### src/rtl/game_session_ctrl_pkg.sv
// Shared types and per-level constants for the maze game session controller.
package game_pkg;

  typedef enum logic [2:0] {
    S_IDLE = 3'd0,
    S_LOAD = 3'd1,
    S_PLAY = 3'd2,
    S_WON  = 3'd3,
    S_LOST = 3'd4
  } state_e;

  localparam logic [1:0] LVL_NONE = 2'd0;
  localparam logic [1:0] LVL_EASY = 2'd1;
  localparam logic [1:0] LVL_MED  = 2'd2;
  localparam logic [1:0] LVL_HARD = 2'd3;

  localparam logic [7:0] INIT_SCORE = 8'd50;
  localparam logic [7:0] BONUS_STEP = 8'd5;

  typedef struct packed {
    logic [4:0] plus_x;
    logic [4:0] plus_y;
    logic [4:0] minus_x;
    logic [4:0] minus_y;
    logic [7:0] time_limit;
  } level_cfg_t;

  // Tile positions and time budget for each difficulty; LVL_NONE maps to all-zero.
  function automatic level_cfg_t level_cfg(input logic [1:0] lvl);
    level_cfg_t c;
    case (lvl)
      LVL_EASY: c = '{plus_x: 5'd17, plus_y: 5'd9,  minus_x: 5'd10, minus_y: 5'd9, time_limit: 8'd90};
      LVL_MED:  c = '{plus_x: 5'd21, plus_y: 5'd4,  minus_x: 5'd10, minus_y: 5'd6, time_limit: 8'd60};
      LVL_HARD: c = '{plus_x: 5'd1,  plus_y: 5'd21, minus_x: 5'd3,  minus_y: 5'd5, time_limit: 8'd45};
      default:  c = '0;
    endcase
    return c;
  endfunction

endpackage

### src/rtl/game_session_ctrl_if.sv
// Game session signal bundle: player/timer inputs and latched round status.
interface game_session_ctrl_if;
  logic       hard, med, easy;
  logic       start, tick1Hz, moveValid, atExit;
  logic [4:0] playerX, playerY;
  logic [1:0] level;
  logic [4:0] plusX, plusY, minusX, minusY;
  logic       plusTaken, minusTaken;
  logic [7:0] score, timeLeft;
  logic       gameActive, gameWon, gameLost, mazeReset;

  modport master (
    output hard, med, easy, start, tick1Hz, moveValid, atExit, playerX, playerY,
    input  level, plusX, plusY, minusX, minusY, plusTaken, minusTaken,
    input  score, timeLeft, gameActive, gameWon, gameLost, mazeReset
  );

  modport slave (
    input  hard, med, easy, start, tick1Hz, moveValid, atExit, playerX, playerY,
    output level, plusX, plusY, minusX, minusY, plusTaken, minusTaken,
    output score, timeLeft, gameActive, gameWon, gameLost, mazeReset
  );
endinterface

### src/rtl/game_session_ctrl_score_unit.sv
// Saturating 8-bit score adder/subtractor (clamps to 0 and 255).
module score_unit (
  input  logic [7:0] value,
  input  logic [7:0] delta,
  input  logic       sub,
  output logic [7:0] result
);
  logic [8:0] sum_s;
  logic [8:0] diff_s;

  assign sum_s  = {1'b0, value} + {1'b0, delta};
  assign diff_s = {1'b0, value} - {1'b0, delta};

  // A borrow out of the 9-bit difference means the result went below zero
  always_comb begin
    result = 8'd0;
    if (sub) begin
      if (diff_s[8]) result = 8'd0;
      else           result = diff_s[7:0];
    end else begin
      if (sum_s[8])  result = 8'hFF;
      else           result = sum_s[7:0];
    end
  end
endmodule

### src/rtl/game_session_ctrl.sv
// Maze game round controller: level latch, bonus/penalty tiles, countdown, win/lose.
// Optional: define SCORE_TIME_BONUS_EN to add remaining seconds to the score on a win.
module game_session_ctrl
  import game_pkg::*;
(
  input logic                clock,
  input logic                reset,
  game_session_ctrl_if.slave gs
);
  localparam logic [2:0] ST_IDLE = S_IDLE;
  localparam logic [2:0] ST_LOAD = S_LOAD;
  localparam logic [2:0] ST_PLAY = S_PLAY;
  localparam logic [2:0] ST_WON  = S_WON;
  localparam logic [2:0] ST_LOST = S_LOST;

  logic [2:0] state_r, state_nxt_s;
  logic [1:0] sel_level_s, level_r;
  logic       valid_sel_s, all_low_s;
  level_cfg_t cfg_s;
  logic [4:0] plus_x_r, plus_y_r, minus_x_r, minus_y_r;
  logic       plus_taken_r, minus_taken_r;
  logic [7:0] score_r, time_left_r;
  logic       active_r, won_r, lost_r, maze_reset_r;
  logic       plus_hit_s, minus_hit_s;
  logic [7:0] tile_score_s, tile_next_s, win_score_s;

  // Decode the difficulty switches; anything other than exactly one high is invalid
  always_comb begin
    sel_level_s = LVL_NONE;
    case ({gs.hard, gs.med, gs.easy})
      3'b001:  sel_level_s = LVL_EASY;
      3'b010:  sel_level_s = LVL_MED;
      3'b100:  sel_level_s = LVL_HARD;
      default: sel_level_s = LVL_NONE;
    endcase
  end

  assign valid_sel_s = (sel_level_s != LVL_NONE);
  assign all_low_s   = ~(gs.hard | gs.med | gs.easy);
  assign cfg_s       = level_cfg(sel_level_s);

  assign plus_hit_s  = gs.moveValid && !plus_taken_r &&
                       (gs.playerX == plus_x_r) && (gs.playerY == plus_y_r);
  assign minus_hit_s = gs.moveValid && !minus_taken_r &&
                       (gs.playerX == minus_x_r) && (gs.playerY == minus_y_r);

  score_unit u_tile (
    .value  (score_r),
    .delta  (BONUS_STEP),
    .sub    (minus_hit_s),
    .result (tile_score_s)
  );

  assign tile_next_s = (plus_hit_s || minus_hit_s) ? tile_score_s : score_r;

`ifdef SCORE_TIME_BONUS_EN
  // Win bonus stacks on top of any tile pickup made on the same move
  score_unit u_bonus (
    .value  (tile_next_s),
    .delta  (time_left_r),
    .sub    (1'b0),
    .result (win_score_s)
  );
`else
  assign win_score_s = tile_next_s;
`endif

  // Round sequencing; an all-low abort beats exit, and exit beats the final tick
  always_comb begin
    state_nxt_s = state_r;
    case (state_r)
      ST_IDLE: begin
        if (gs.start && valid_sel_s) state_nxt_s = ST_LOAD;
        else                         state_nxt_s = ST_IDLE;
      end
      ST_LOAD: state_nxt_s = ST_PLAY;
      ST_PLAY: begin
        if (all_low_s)                                  state_nxt_s = ST_IDLE;
        else if (gs.atExit)                             state_nxt_s = ST_WON;
        else if (gs.tick1Hz && (time_left_r == 8'd1))  state_nxt_s = ST_LOST;
        else                                            state_nxt_s = ST_PLAY;
      end
      ST_WON, ST_LOST: begin
        if (gs.start && valid_sel_s) state_nxt_s = ST_LOAD;
        else if (all_low_s)          state_nxt_s = ST_IDLE;
        else                         state_nxt_s = state_r;
      end
      default: state_nxt_s = ST_IDLE;
    endcase
  end

  // State, status flags and round datapath registers
  always_ff @(posedge clock) begin
    if (reset) begin
      state_r       <= ST_IDLE;
      level_r       <= LVL_NONE;
      plus_x_r      <= 5'd0;
      plus_y_r      <= 5'd0;
      minus_x_r     <= 5'd0;
      minus_y_r     <= 5'd0;
      plus_taken_r  <= 1'b0;
      minus_taken_r <= 1'b0;
      score_r       <= 8'd0;
      time_left_r   <= 8'd0;
      active_r      <= 1'b0;
      won_r         <= 1'b0;
      lost_r        <= 1'b0;
      maze_reset_r  <= 1'b0;
    end else begin
      state_r      <= state_nxt_s;
      active_r     <= (state_nxt_s == ST_PLAY);
      won_r        <= (state_nxt_s == ST_WON);
      lost_r       <= (state_nxt_s == ST_LOST);
      maze_reset_r <= (state_nxt_s == ST_LOAD);
      if (state_nxt_s == ST_LOAD) begin
        level_r       <= sel_level_s;
        plus_x_r      <= cfg_s.plus_x;
        plus_y_r      <= cfg_s.plus_y;
        minus_x_r     <= cfg_s.minus_x;
        minus_y_r     <= cfg_s.minus_y;
        time_left_r   <= cfg_s.time_limit;
        score_r       <= INIT_SCORE;
        plus_taken_r  <= 1'b0;
        minus_taken_r <= 1'b0;
      end else if (state_nxt_s == ST_IDLE) begin
        level_r       <= LVL_NONE;
        plus_x_r      <= 5'd0;
        plus_y_r      <= 5'd0;
        minus_x_r     <= 5'd0;
        minus_y_r     <= 5'd0;
        time_left_r   <= 8'd0;
        score_r       <= 8'd0;
        plus_taken_r  <= 1'b0;
        minus_taken_r <= 1'b0;
      end else if (state_r == ST_PLAY) begin
        if (plus_hit_s)  plus_taken_r  <= 1'b1;
        if (minus_hit_s) minus_taken_r <= 1'b1;
        if (gs.atExit) begin
          score_r <= win_score_s;
        end else begin
          score_r <= tile_next_s;
          if (gs.tick1Hz) time_left_r <= time_left_r - 8'd1;
        end
      end
    end
  end

  assign gs.level      = level_r;
  assign gs.plusX      = plus_x_r;
  assign gs.plusY      = plus_y_r;
  assign gs.minusX     = minus_x_r;
  assign gs.minusY     = minus_y_r;
  assign gs.plusTaken  = plus_taken_r;
  assign gs.minusTaken = minus_taken_r;
  assign gs.score      = score_r;
  assign gs.timeLeft   = time_left_r;
  assign gs.gameActive = active_r;
  assign gs.gameWon    = won_r;
  assign gs.gameLost   = lost_r;
  assign gs.mazeReset  = maze_reset_r;
endmodule

### src/flat_wrapper.sv
// flat-port wrapper written by rule: the top's interface ports become plain ports
module game_session_ctrl_flat import game_pkg::*;
  (clock, reset, gs_hard, gs_med, gs_easy, gs_start, gs_tick1Hz, gs_moveValid, gs_atExit, gs_playerX, gs_playerY, gs_level, gs_plusX, gs_plusY, gs_minusX, gs_minusY, gs_plusTaken, gs_minusTaken, gs_score, gs_timeLeft, gs_gameActive, gs_gameWon, gs_gameLost, gs_mazeReset);
  game_session_ctrl_if gs_i ();
  input logic clock;
  input logic reset;
  input wire logic [$bits(gs_i.hard)-1:0] gs_hard;
  input wire logic [$bits(gs_i.med)-1:0] gs_med;
  input wire logic [$bits(gs_i.easy)-1:0] gs_easy;
  input wire logic [$bits(gs_i.start)-1:0] gs_start;
  input wire logic [$bits(gs_i.tick1Hz)-1:0] gs_tick1Hz;
  input wire logic [$bits(gs_i.moveValid)-1:0] gs_moveValid;
  input wire logic [$bits(gs_i.atExit)-1:0] gs_atExit;
  input wire logic [$bits(gs_i.playerX)-1:0] gs_playerX;
  input wire logic [$bits(gs_i.playerY)-1:0] gs_playerY;
  output wire logic [$bits(gs_i.level)-1:0] gs_level;
  output wire logic [$bits(gs_i.plusX)-1:0] gs_plusX;
  output wire logic [$bits(gs_i.plusY)-1:0] gs_plusY;
  output wire logic [$bits(gs_i.minusX)-1:0] gs_minusX;
  output wire logic [$bits(gs_i.minusY)-1:0] gs_minusY;
  output wire logic [$bits(gs_i.plusTaken)-1:0] gs_plusTaken;
  output wire logic [$bits(gs_i.minusTaken)-1:0] gs_minusTaken;
  output wire logic [$bits(gs_i.score)-1:0] gs_score;
  output wire logic [$bits(gs_i.timeLeft)-1:0] gs_timeLeft;
  output wire logic [$bits(gs_i.gameActive)-1:0] gs_gameActive;
  output wire logic [$bits(gs_i.gameWon)-1:0] gs_gameWon;
  output wire logic [$bits(gs_i.gameLost)-1:0] gs_gameLost;
  output wire logic [$bits(gs_i.mazeReset)-1:0] gs_mazeReset;
  assign gs_i.hard = gs_hard;
  assign gs_i.med = gs_med;
  assign gs_i.easy = gs_easy;
  assign gs_i.start = gs_start;
  assign gs_i.tick1Hz = gs_tick1Hz;
  assign gs_i.moveValid = gs_moveValid;
  assign gs_i.atExit = gs_atExit;
  assign gs_i.playerX = gs_playerX;
  assign gs_i.playerY = gs_playerY;
  assign gs_level = gs_i.level;
  assign gs_plusX = gs_i.plusX;
  assign gs_plusY = gs_i.plusY;
  assign gs_minusX = gs_i.minusX;
  assign gs_minusY = gs_i.minusY;
  assign gs_plusTaken = gs_i.plusTaken;
  assign gs_minusTaken = gs_i.minusTaken;
  assign gs_score = gs_i.score;
  assign gs_timeLeft = gs_i.timeLeft;
  assign gs_gameActive = gs_i.gameActive;
  assign gs_gameWon = gs_i.gameWon;
  assign gs_gameLost = gs_i.gameLost;
  assign gs_mazeReset = gs_i.mazeReset;
  game_session_ctrl u_core (.clock(clock), .reset(reset), .gs(gs_i));
endmodule
### config.mk
export PLATFORM = sky130hd
export DESIGN_NAME = game_session_ctrl_flat
export DESIGN_NICKNAME = d
export VERILOG_FILES = /design/src/rtl/game_session_ctrl_pkg.sv /design/src/rtl/game_session_ctrl_if.sv /design/src/rtl/game_session_ctrl_score_unit.sv /design/src/rtl/game_session_ctrl.sv /design/src/flat_wrapper.sv
export SDC_FILE = /design/constraint.sdc
export NUM_CORES = 1
export LEC_CHECK = 0
export CAP_MARGIN = 20
export CORE_MARGIN = 3
export CORE_UTILIZATION = 30
export DETAILED_ROUTE_END_ITERATION = 6
export GPL_ROUTABILITY_DRIVEN = 1
export PLACE_DENSITY = 0.6
export SETUP_SLACK_MARGIN = 0.05
export SYNTH_ARGS = -nofsm -noshare
export SYNTH_HDL_FRONTEND = slang
export SYNTH_SLANG_ARGS = --single-unit
### constraint.sdc
create_clock -name clock -period 3.2 [get_ports clock]
set_clock_uncertainty 0.15 [all_clocks]
set_input_delay 0.8 -clock clock [delete_from_list [all_inputs] [get_ports clock]]
set_output_delay 0.8 -clock clock [all_outputs]
set_load 0.005 [all_outputs]
Word-level counts from Yosys, hierarchy flattened
Cells that the tools add are included.
- bits in latches: 0
- bits in read-only memories: 0
- RAM bits: 0
- register bits: 47
- memories kept: 0
- shifts and indexed selects: 0
- bitwise gates (word level): 2
- order comparisons: 0
- div/mod/pow operators: 0
- add/sub/neg operators: 3
- equality and inequality tests: 20
- multipliers: 0
- reductions and logical operators: 25
- mux-type cells: 28
- operators with widths (cell ; count):
    $pmux 28 s3 ; 1
    $mux 8 ; 8
    $mux 5 ; 5
    $mux 6 ; 4
    $eq 5x5->1 ; 4
    $eq 3x2->1 const B ; 5
    $mux 3 ; 5
    $pmux 3 s4 ; 1
    $add 8x3->9 const B ; 1
    $eq 3x1->1 const B ; 3
    $eq 3x3->1 const B ; 3
    $reduce_bool 3->1 ; 3
    $sub 8x3->9 const B ; 1
    $eq 8x1->1 const B ; 1
    $logic_and 1x1->1 ; 8
    $reduce_and 2->1 ; 4
    $sub 8x1->8 const B ; 1
    $logic_not 3->1 ; 2
    $pmux 2 s3 ; 1
    $eq 2x2->1 const B ; 2
    $mux 2 ; 2
    $reduce_bool 2->1 ; 2
    $ne 3x1->1 const B ; 1
    $reduce_and 3->1 ; 1
    other kinds (7) ; 9

Depth between registers and ports, before layout
- depth after elaboration: 9
- depth in mapped cells: 12

By module
A second synthesis with hierarchy kept.
- cell total of the unflattened synthesis: 340
- area total of the unflattened synthesis: 2712.6 um2
- by module, submodules not included (module ; sequential area each (um2) ; cells an instance ; area each (um2) ; times used):
    game_session_ctrl ; 640.6 ; 219 ; 1878.1 ; 1
    score_unit ; 0.0 ; 121 ; 834.6 ; 1

Worst setup path before layout
OpenSTA, ideal clock, no wires.
- path kind: input-to-reg
- start: input gs_med
- end: register u_core.minus_x_r[0] (netlist: u_core.gs.minusX[0])
- setup time: 59 ps
- setup slack: 408 ps
- stages: 11
- arrival time: 2583 ps
- data required time: 2991 ps
- buffers on the path: 0
- path through: xnor2_1 > nor2_1 > inv_1 > ha_1 > nor2b_1 > a21oi_1 > mux2i_1 > o32ai_2 > or3_1 > inv_2 > a22o_1
- cells in the longest elaborated chain, start to end: 8
- ends and longest elaborated chain (element ; line ; RTL):
    from (decl) ; flat_wrapper.sv:8 ; input wire logic [$bits(gs_i.med)-1:0] gs_med;
    $eq 3x3->1 (tied with other cells) ; game_session_ctrl.sv:30 ; case ({gs.hard, gs.med, gs.easy})
    $pmux 2 s3 ; game_session_ctrl.sv:30 ;
    $reduce_bool 2->1 ; game_session_ctrl.sv:38 ; assign valid_sel_s = (sel_level_s != LVL_NONE);
    $logic_and 1x1->1 ; game_session_ctrl.sv:73, game_session_ctrl.sv:84 ;
    $mux 3 / $mux 1 (equally long branches) ; game_session_ctrl.sv:84, game_session_ctrl.sv:73 ;
    $pmux 3 s4 ; game_session_ctrl.sv:71 ; case (state_r)
    $eq 3x1->1 / $logic_not 3->1 (equally long branches) ; game_session_ctrl.sv:115, game_session_ctrl.sv:125 ;
    $mux 5 / $reduce_bool 2->1 (equally long branches) ; - ;
    to (signal assigned) ; game_session_ctrl.sv:119 ; minus_x_r <= cfg_s.minus_x;
    to (decl) ; game_session_ctrl.sv:20 ; logic [4:0] plus_x_r, plus_y_r, minus_x_r, minus_y_r;
Several ways; a longest one is shown, not always the timed one.
A chain may end at the register's enable or synchronous reset.

Worst setup path after layout
- start: input gs_med
- end: register u_core.plus_x_r[4] (netlist: u_core.gs.plusX[4])
- cells in the longest elaborated chain, start to end: 8
- ends and longest elaborated chain (element ; line ; RTL):
    $eq 3x3->1 (tied with other cells) ; game_session_ctrl.sv:30 ;
    $pmux 2 s3 ; game_session_ctrl.sv:30 ;
    $reduce_bool 2->1 ; game_session_ctrl.sv:38 ;
    $logic_and 1x1->1 ; game_session_ctrl.sv:73, game_session_ctrl.sv:84 ;
    $mux 3 / $mux 1 (equally long branches) ; game_session_ctrl.sv:84, game_session_ctrl.sv:73 ;
    $pmux 3 s4 ; game_session_ctrl.sv:71 ;
    $eq 3x1->1 / $logic_not 3->1 (equally long branches) ; game_session_ctrl.sv:115, game_session_ctrl.sv:125 ;
    $mux 5 / $reduce_bool 2->1 (equally long branches) ; - ;
    to (signal assigned) ; game_session_ctrl.sv:117 ; plus_x_r <= cfg_s.plus_x;
    to (decl) ; game_session_ctrl.sv:20 ;
Several ways; a longest one is shown, not always the timed one.

==> results.cfg <==
[worst_setup_path]
crit_required_ns = 3.28
cpMaxStageDelayCell = clkdlybuf4s50_1
regToRegEndpoint = u_core.gs.score[5]$_SDFFE_PP0P_
start_kind = primary input
critPathMaxFanout = 6
startpoint = gs_med
r2r_setup_slack_ns = 0.80
endpoint_kind = register
critPathArrivalTime_ns = 3.07
crit_path_cell_trace = clkdlybuf4s50_1, xnor2_1, nor2_1, inv_1, ha_1, nor2b_2, a21oi_1, mux2i_1, o32ai_2, buf_4, or3_4, inv_4, a22o_1
max_stage_delay_ns = 0.45
crit_end = u_core.gs.plusX[4]$_SDFFE_PP0P_
r2r_start = u_core.state_r[1]$_SDFF_PP0_
reg2regPathDepth = 7
path_class = in2reg

[floorplanning]
start_util = 0.319
dieArea_um2 = 8490
die_h_um = 92.2
die_w_um = 92.2
fp-row-count = 30
core_um2 = 6980
ioPinCount = 63

[power_and_ir_drop]
power_mw = 1.04
leakagePower_nw = 1.15
clockPowerShare = 0.319
swShare = 0.296
vdd_drop_max_mv = 0.175
power.switching_mw = 0.309
pwr-share-seq = 0.426
p_int_mw = 0.735
comb_power_share = 0.255
power_density_nw_per_um2 = 346

[outcome]
status = finished clean

[cells_and_area]
diodes = 0
layout-drive-gt1-share = 0.129
area.growth.synth_to_final_pct = 35.2
num-nets-final = 368
fin_cells = 437

[global_routing]
antenna_found_initial = 0
first_global_vias = 2044
grt_first_pass_wirelength_mm = 9.83
overflow = 0
grt_max_degree = 14
track_usage = 0.142

[clock_network]
cts.htree.levels = 2
clock_path_buffers = 2
insertion_delay_ns = 0.29
cts.clk_slew.worst_paths_ns = 0.07
cts.sinks = 32
cts_made_buffers = 5
root_buffer = clkbuf_8
cts_tree = yes

[synth]
synth_most_common_cell = dfxtp_1
synthTopCellsByArea = dfxtp_1, buf_4, ha_1
synth-seq-cells = 32
ys_types = 55
syn_avg_cell_area_um2 = 7.98
synth_top_area_frac = 0.288
synth_top_flop_cell = dfxtp_1
ys_seq_area_frac = 0.288
synth_edf_count = 0
yosys_warnings = 0
yosysTopAreaCell = dfxtp_1
ys_top_cells_by_count = dfxtp_1, nor2_1, nand2_1, a21oi_1
synth_cells = 279
async_reset_ff_frac = 0
syn-cell-area_um2 = 2230

[sta]
max_freq_mhz = 334
hold_viol = 0
fin_crit_sh = 0.935
slew_violations = 0
rsz0062_at_grt = no
holdWs_ns = 0.353
final.setup.worst_slack_ns = 0.208
worst_pin_slew_ns = 0.544
maxSlewHeadroom = 0.636
finalSetupViolations = 0
fin_crit_ns = 2.99
tns_ns = 0

[worst_hold_path]
min_path_type = reg2reg

[placed_design]
numPortBuffers = 56
place_hpwl_mm = 4.55
dp_cells = 427
pre_cts_ws_ns = -0.189
globalplace.congestion = 0.825

[drt]
dr_wl_met3_um = 270
drc = 0
wire_per_inst_um = 13.5
drtAntennaViolNets = 0
vias = 2131
wl_met1_mm = 2.74
vias_per_cell = 4.88
wl_mm = 5.89
drt_iter0_markers = 55
top_layer = met4
wl_met2_mm = 2.74
first_pass_iters = 4

[job]
maxCapViolations = 0
==> layout by cell type, fill, tap and decap left out, drive strengths merged, types with 8 or more instances in the layout <==
cell type	count
dfxtp	32
nor3	17
inv	10
o21ai	15
clkdlybuf4s50	54
ha	9
nor2	26
a21oi	21
buf	22
nand2	21
xor2	8
==> cell type report <==
class / count / area [um^2]
clock buffers: 7 / 86.3
repair buffers: 78 / 731
multi-input cells: 213 / 1390
flip-flops and latches: 32 / 641
fillers: 717 / 3970
clock inverters: 1 / 7.51
well taps: 96 / 120
inverters: 10 / 40.0
==> logic make-up after synthesis <==
group                    share of synthesized area
multiplexers                                0.0421
AO/OA/AOI/OAI                                0.194
XOR/XNOR                                    0.0590
adder cells (fa/ha/maj)                     0.0506
buffers and inverters                        0.102
flip-flops                                   0.288
AND/OR/NAND/NOR                              0.263
other                                      0.00168
==> registers in the layout, indices dropped and copies added (netlist names) <==
| register | count |
|---|---|
| u_core.gs.minusY | 3 |
| u_core.gs.gameLost | 1 |
| u_core.gs.gameActive | 1 |
| u_core.state_r | 3 |
| u_core.gs.gameWon | 1 |
| u_core.gs.mazeReset | 1 |
| u_core.gs.score | 8 |
| u_core.gs.plusY | 1 |
| u_core.gs.minusX | 2 |
| u_core.gs.plusX | 1 |
| u_core.gs.minusTaken | 1 |
| u_core.gs.timeLeft | 8 |
| u_core.gs.plusTaken | 1 |
==> layer usage <==
metal | vias to the layer above | GRT usage
met5 | - | 0
met4 | 0 | 0.0545
met3 | 12 | 0.0345
met2 | 63 | 0.230
met1 | 970 | 0.183
li1 | 1086 | -
==> power groups by stage <==
stage	Clock [mW]	Combinational, mW	Sequential [mW]
after detailed placement	0	0.260	0.453
after CTS	0.342	0.262	0.444
final	0.333	0.266	0.444
after global routing	0.363	0.295	0.448
after floorplan	0	0.156	0.442
after global placement	0	0.257	0.453
==> worst min path at each step <==
stage                                       from                           endpoint  slack (ns)  cells past startpoint
2_1_floorplan   u_core.gs.plusTaken$_SDFFE_PP0P_   u_core.gs.plusTaken$_SDFFE_PP0P_        0.33                      2
3_3_place_gp   u_core.gs.minusTaken$_SDFFE_PP0P_  u_core.gs.minusTaken$_SDFFE_PP0P_        0.35                      2
3_5_place_dp   u_core.gs.minusTaken$_SDFFE_PP0P_  u_core.gs.minusTaken$_SDFFE_PP0P_        0.34                      2
4_1_cts        u_core.gs.minusTaken$_SDFFE_PP0P_  u_core.gs.minusTaken$_SDFFE_PP0P_        0.35                      2
5_1_grt        u_core.gs.minusTaken$_SDFFE_PP0P_  u_core.gs.minusTaken$_SDFFE_PP0P_        0.39                      2
6_report       u_core.gs.minusTaken$_SDFFE_PP0P_  u_core.gs.minusTaken$_SDFFE_PP0P_        0.35                      2
==> critical path: cells and delay by family <==
family                   cells  cell delay [ns]
XOR/XNOR                     1             0.14
buffers and inverters        4             0.77
AO/OA/AOI/OAI                3             0.29
multiplexers                 1             0.20
AND/OR/NAND/NOR              3             0.66
adder cells (fa/ha/maj)      1             0.20
==> per-stage QoR <==
step | utilization | area (um^2)
after global routing | 0.431 | 3010
after detailed placement | 0.414 | 2890
after global placement | 0.414 | 2890
after floorplan | - | 2250
final | 0.431 | 3010
after CTS | 0.427 | 2980
==> repair_timing <==
| action | in CTS | in global routing |
|---|---|---|
| resized for setup | 0 | 6 |
| setup buffers | 0 | 2 |
| endpoints found under the setup margin | 0 | 10 |
| hold buffers | 0 | 0 |
Note: power is estimated with default switching activity, not from simulation.
